### config.mk
export PLATFORM = sky130hd
export DESIGN_NAME = id_ex_pipe_reg
export DESIGN_NICKNAME = d
export VERILOG_FILES = /design/src/rtl/core_pkg.sv /design/src/rtl/pipe_reg_en_clr.sv /design/src/rtl/id_ex_pipe_reg.sv
export SDC_FILE = /design/constraint.sdc
export NUM_CORES = 1
export LEC_CHECK = 0
export ABC_CLOCK_PERIOD_IN_PS = 900
export BUFFER_PORTS_ARGS = -buffer_cell sky130_fd_sc_hd__buf_2
export CAP_MARGIN = 20
export CORE_AREA = 2 2 145 147
export DETAILED_ROUTE_END_ITERATION = 10
export DIE_AREA = 0 0 147 149
export PLACE_DENSITY_LB_ADDON = 0.25
export SETUP_SLACK_MARGIN = 0.4
export SLEW_MARGIN = 20
export SYNTH_ARGS = -nofsm -noshare
export SYNTH_HDL_FRONTEND = slang
export SYNTH_SLANG_ARGS = --single-unit
### constraint.sdc
create_clock -name clk -period 0.9 [get_ports clk]
set_input_delay 0.135 -clock clk [delete_from_list [all_inputs] [get_ports clk]]
set_output_delay 0.135 -clock clk [all_outputs]
set_load 0.05 [all_outputs]
### src/rtl/core_pkg.sv
// Shared RV32I core types: control bundle, result and forwarding encodings.
// Imported by every pipeline register and the hazard/forwarding logic.
package core_pkg;

  localparam int XLEN       = 32;
  localparam int REG_ADDR_W = 5;
  localparam int ALU_CTRL_W = 3;

  typedef struct packed {
    logic                  reg_write;
    logic [1:0]            result_src;
    logic                  mem_write;
    logic                  jump;
    logic                  branch;
    logic [ALU_CTRL_W-1:0] alu_control;
    logic                  alu_src;
  } ctrl_t;

  localparam ctrl_t CTRL_NOP = '0;

  localparam logic [1:0] RES_ALU = 2'b00;
  localparam logic [1:0] RES_MEM = 2'b01;
  localparam logic [1:0] RES_PC4 = 2'b10;

  localparam logic [1:0] FWD_REG = 2'b00;
  localparam logic [1:0] FWD_WB  = 2'b01;
  localparam logic [1:0] FWD_MEM = 2'b10;

endpackage

### src/rtl/pipe_reg_en_clr.sv
// Generic pipeline register: sync reset, clear-to-zero, load enable.
// Priority is reset > clr > en > hold.
module pipe_reg_en_clr #(
  parameter int WIDTH = 1
) (
  input  logic             clk,
  input  logic             reset,
  input  logic             clr,
  input  logic             en,
  input  logic [WIDTH-1:0] d,
  output logic [WIDTH-1:0] q
);

  logic [WIDTH-1:0] data_d;
  logic [WIDTH-1:0] data_q;

  always_comb begin
    data_d = data_q;
    if (clr)
      data_d = '0;
    else if (en)
      data_d = d;
  end

  always_ff @(posedge clk) begin
    if (reset)
      data_q <= '0;
    else
      data_q <= data_d;
  end

  assign q = data_q;

endmodule

### src/rtl/id_ex_pipe_reg.sv
// ID/EX pipeline register; a flush loads an all-zero bubble,
// a stall holds the current contents.
module id_ex_pipe_reg
  import core_pkg::*;
#(
  parameter int XLEN       = core_pkg::XLEN,
  parameter int REG_ADDR_W = core_pkg::REG_ADDR_W
) (
  input  logic                  clk,
  input  logic                  reset,
  input  logic                  stall_e,
  input  logic                  flush_e,
  input  logic [XLEN-1:0]       rd1_d,
  input  logic [XLEN-1:0]       rd2_d,
  input  logic [XLEN-1:0]       pc_d,
  input  logic [XLEN-1:0]       pc_plus4_d,
  input  logic [XLEN-1:0]       imm_ext_d,
  input  logic [REG_ADDR_W-1:0] rs1_d,
  input  logic [REG_ADDR_W-1:0] rs2_d,
  input  logic [REG_ADDR_W-1:0] rd_d,
  input  ctrl_t                 ctrl_d,
  input  logic                  valid_d,
  output logic [XLEN-1:0]       rd1_e,
  output logic [XLEN-1:0]       rd2_e,
  output logic [XLEN-1:0]       pc_e,
  output logic [XLEN-1:0]       pc_plus4_e,
  output logic [XLEN-1:0]       imm_ext_e,
  output logic [REG_ADDR_W-1:0] rs1_e,
  output logic [REG_ADDR_W-1:0] rs2_e,
  output logic [REG_ADDR_W-1:0] rd_e,
  output ctrl_t                 ctrl_e,
  output logic                  valid_e
);

  localparam int BUNDLE_W =
    5 * XLEN + 3 * REG_ADDR_W + $bits(ctrl_t) + 1;

  logic [BUNDLE_W-1:0] bundle_d;
  logic [BUNDLE_W-1:0] bundle_e;

  assign bundle_d = {rd1_d, rd2_d, pc_d, pc_plus4_d, imm_ext_d,
                     rs1_d, rs2_d, rd_d, ctrl_d, valid_d};

  // All-zero bubble keeps rd_e=x0 so forwarding can't match it.
  pipe_reg_en_clr #(
    .WIDTH (BUNDLE_W)
  ) u_reg (
    .clk   (clk),
    .reset (reset),
    .clr   (flush_e),
    .en    (~stall_e),
    .d     (bundle_d),
    .q     (bundle_e)
  );

  assign {rd1_e, rd2_e, pc_e, pc_plus4_e, imm_ext_e,
          rs1_e, rs2_e, rd_e, ctrl_e, valid_e} = bundle_e;

endmodule

Word level (Yosys, flattened, before mapping)
Cells that the tools add are included.
{ "word_totals": {"input_bits": 190, "word_cells": 2, "regBits": 186, "output_inout_bits": 186} }
{ "op_classes": {"n_reduce_logical": 1} }
{ "ops": {"columns": ["operator", "count"], "rows": [
  ["2-bit OR reduction", 1]
]} }

Longest topological paths before layout
{ "depth": {"ltp_word": 1, "ltp_mapped": 5, "ltp_nobuf": 2} }

Cells and area by module
From an unflattened synthesis, not the netlist that was laid out.
{ "hier_totals": {"cells_unflattened": 602, "area_unflattened_um2": 6705.2} }
{ "modules_own_cells": {"columns": ["mod", "seq_area_each_um2", "instances", "cells_per_inst", "area_each_um2"], "rows": [
  ["pipe_reg_en_clr", 3723.6, 1, 601, 6701.4],
  ["id_ex_pipe_reg", 0.0, 1, 1, 3.8]
]} }

Least setup slack after synthesis
Ideal clock, no wire load.
{ "synth_timing": {"path_kind": "input to register", "from": "input port stall_e", "to": "register u_reg.data_q[100] (netlist: u_reg.q[100])", "slack_ps": -27, "t_required_ps": 784, "setup_time_ps": 116, "n_path_buf": 3, "cell_stages": 5, "t_arrival_ps": 812, "cell_sequence": "buf_2 -> buf_6 -> buf_6 -> mux2i_1 -> nor2_1"} }
{ "synth_rtl": {"columns": ["element", "line_no", "rtl"], "rows": [
  ["start, declared", "id_ex_pipe_reg.sv:11", "input logic stall_e,"],
  ["end signal, assigned", "pipe_reg_en_clr.sv:29", "data_q <= data_d;"],
  ["end, declared", "pipe_reg_en_clr.sv:15", "logic [WIDTH-1:0] data_q;"]
]} }

Worst setup path in the final report
{ "layout_timing": {"from": "register u_reg.data_q[100] (netlist: u_reg.q[100])", "to": "output port pc_e[10]"} }
{ "layout_rtl": {"columns": ["element", "line_no", "rtl"], "rows": [
  ["end, declared", "id_ex_pipe_reg.sv:25", "output logic [XLEN-1:0] pc_e,"]
]} }
No word-level cell between the ends.

==> results.sh <==
export IMPL_status="complete, but fails checks"
export IMPL_violations_in_the_final_reports="negative hold slack, negative setup slack"
export IMPL_route_detailed_vias_per_inst=4.34
export IMPL_setup_viol=186
export IMPL_ant_nets=0
export IMPL_synthesis_area_um2=6700
export IMPL_synth_top_area_cell="dfxtp_1"
export IMPL_endpoint_kind="primary output"
export IMPL_synth_largest_type_area_fraction_pct=55.6
export IMPL_grt_setup_unrepaired="yes"
export IMPL_proportion_of_synthesized_chip_area_in_sequential_cells_pct=55.6
export IMPL_final_min_clock_period_ns=1.07
export IMPL_dr_pass1_iters=4
export IMPL_final_core_utilization_pct=58.4
export IMPL_dpl_cell_count=1239
export IMPL_finish_instance_area_um2=12000
export IMPL_fin_cells=1278
export IMPL_yosys_register_bits=186
export IMPL_io_pins=376
export IMPL_dr_first_iter_drc_count=102
export IMPL_fin_worst_hold_slack_ns=-0.0689
export IMPL_preCtsSetupSlack_ns=-0.152
export IMPL_syn_instance_count=601
export IMPL_max_fanout_on_critical_path=2
export IMPL_drc_errors=0
export IMPL_worstPathRequired_ns=0.76
export IMPL_timing_critical_path_max_delay_family="flip-flops"
export IMPL_netSwitchingPower_mw=5.49
export IMPL_number_of_buffer_cells_added_on_primary_ports=375
export IMPL_syn_nets=791
export IMPL_pwr_share_seq_pct=44.1
export IMPL_tritoncts_num_sinks=186
export IMPL_ir_drop_uv=1220
export IMPL_grt_pass1_wl_um=30700
export IMPL_design_final_nets=1177
export IMPL_synth_warning_count=0
export IMPL_worstPathArrival_ns=0.93
export IMPL_tightestPinTransition_ns=0.268
export IMPL_cp_cell_sequence="buf_8"
export IMPL_largest_register_ff_count=186
export IMPL_routedWlPerCell_um=15.6
export IMPL_timing_final_hold_violations=183
export IMPL_tns_ns=-28.62
export IMPL_clkPwrFrac_pct=38.4
export IMPL_cellLeakagePower_nw=5.55
export IMPL_clock_skew_ns=0
export IMPL_routabilityCongestion=0.749
export IMPL_die_height_um=149
export IMPL_placeableCoreArea_um2=20600
export IMPL_detailedPlacementHpwl_um=13600
export IMPL_cts_path_max_buffers=2
export IMPL_overflow=0
export IMPL_worstPathBufferInverterCount=1
export IMPL_die_w_um=147
export IMPL_powerDensity_nw_per_um2=1600
export IMPL_fp_dieArea_um2=21900
export IMPL_synthesized_area_per_cell_um2=11.2
export IMPL_final_layout_size_suffix_gt1_share_pct=62.9
export IMPL_detailed_place_area_um2=9470
export IMPL_clkLatencyLatePin_ns=0.42
export IMPL_max_stage_delay_ns=0.36
export IMPL_timing_critical_path_slowest_stage_cell="dfxtp_2"
export IMPL_grt_pass1_vias=5820
export IMPL_startpoint_type="register"
export IMPL_cts_inserted_buffers=17
export IMPL_comb_power_share_pct=17.5
export IMPL_max_clock_freq_ghz=0.935
export IMPL_flow_area_growth_from_synthesis_pct=79.0
export IMPL_drv_cap=0
export IMPL_route_vias_total=5551
export IMPL_most_common_layout_cells="buf_2 (188), nor2_1 (186), buf_8 (184)"
export IMPL_globalRouteTotalUtil_pct=17.7
export IMPL_cts_tree="done"
export IMPL_layout_worst_path_cycle_share_pct=119
export IMPL_wl_um=20000
export IMPL_grt_antenna_before_repair=4
export IMPL_number_of_levels_in_the_clock_h_tree=4
export IMPL_timing_worst_setup_path_type="register to primary output"
export IMPL_grt_start_max_net_pins=56
export IMPL_clockRootBuffer="clkbuf_16"
export IMPL_timing_max_transition_violations_final=0
export IMPL_switching_share_pct=28.7
export IMPL_rows=53
export IMPL_initial_util_pct=32.6
export IMPL_netlist_top_cells_area="dfxtp_1 (56%), mux2i_1 (28%), nor2_1 (10%), buf_6 (5.5%), buf_2 (0.37%)"
export IMPL_layout_commonest_cell="buf_2"
export IMPL_internal_power_mw=13.6
export IMPL_worst_hold_path_type="input port to register"
export IMPL_worst_setup_hold_path_clk_slew_ns=0.08
export IMPL_netlist_cell_type_count=7
export IMPL_timing_final_ws_setup_ns=-0.169
export IMPL_worst_slew_margin_rel_pct=82.1
final timing paths:
kind | from | endpoint | slack, ns | cells after the start
max | u_reg.q[100] | pc_e[10] | -0.17 | 1
min | rd2_d[3] | u_reg.q[125] | -0.07 | 3
max reg2reg | u_reg.q[118] | u_reg.q[118] | 0.05 | 4
min reg2reg | u_reg.q[108] | u_reg.q[108] | 0.51 | 2
power groups by stage:
stage / Combinational [mW] / Sequential [mW] / Clock [mW]
floorplan: 1.05 / 9.47 / 0
CTS: 3.33 / 8.43 / 7.58
global placement: 2.77 / 8.49 / 0
detailed placement: 2.79 / 8.50 / 0
finish: 3.35 / 8.44 / 7.36
global route: 3.52 / 8.47 / 7.96
final cells by class:
type / instances / area, um2
diodes: 4 / 10.0
clock buffers: 18 / 429
clock inverters: 13 / 139
fillers: 1698 / 8560
multi-input cells: 373 / 2580
flip-flops and latches: 186 / 4360
well taps: 275 / 344
repair buffers: 409 / 4130
cells in the mapped netlist:
library cell,instances
nor2_1,186
buf_2,5
mux2i_1,186
buf_6,33
dfxtp_1,186
or2_1,1
clkbuf_1,4
through the flow:
stage	power [mW]	hold slack, ns
floorplan	10.5	0.278
finish	19.1	-0.0689
detailed placement	11.3	0.371
global placement	11.3	0.361
global route	20.0	-0.0795
CTS	19.3	-0.0934
layer usage:
metal | vias to the layer above | global-route usage [%] | part of all wire, %
met3 | 37 | 5.81 | 7.5
met2 | 234 | 31.8 | 52
met5 | - | 0 | 0
met1 | 2514 | 19.2 | 38
li1 | 2766 | - | -
met4 | 0 | 7.45 | 3.1
what timing repair did:
action                                  in CTS  in global routing
pin swaps                                  123                 20
endpoints found under the setup margin     372                372
gates resized for setup                    578                 11
setup buffers                                1                  3
endpoints found under the hold margin      186                176
cell families after synthesis:
group                  count (synthesis)  share of synthesized area, %
muxes                                186                          27.8
DFF                                  186                          55.6
buffers and inverters                 42                          6.14
and+or+nand+nor                      187                          10.5
(Power assumes the default switching activity.)
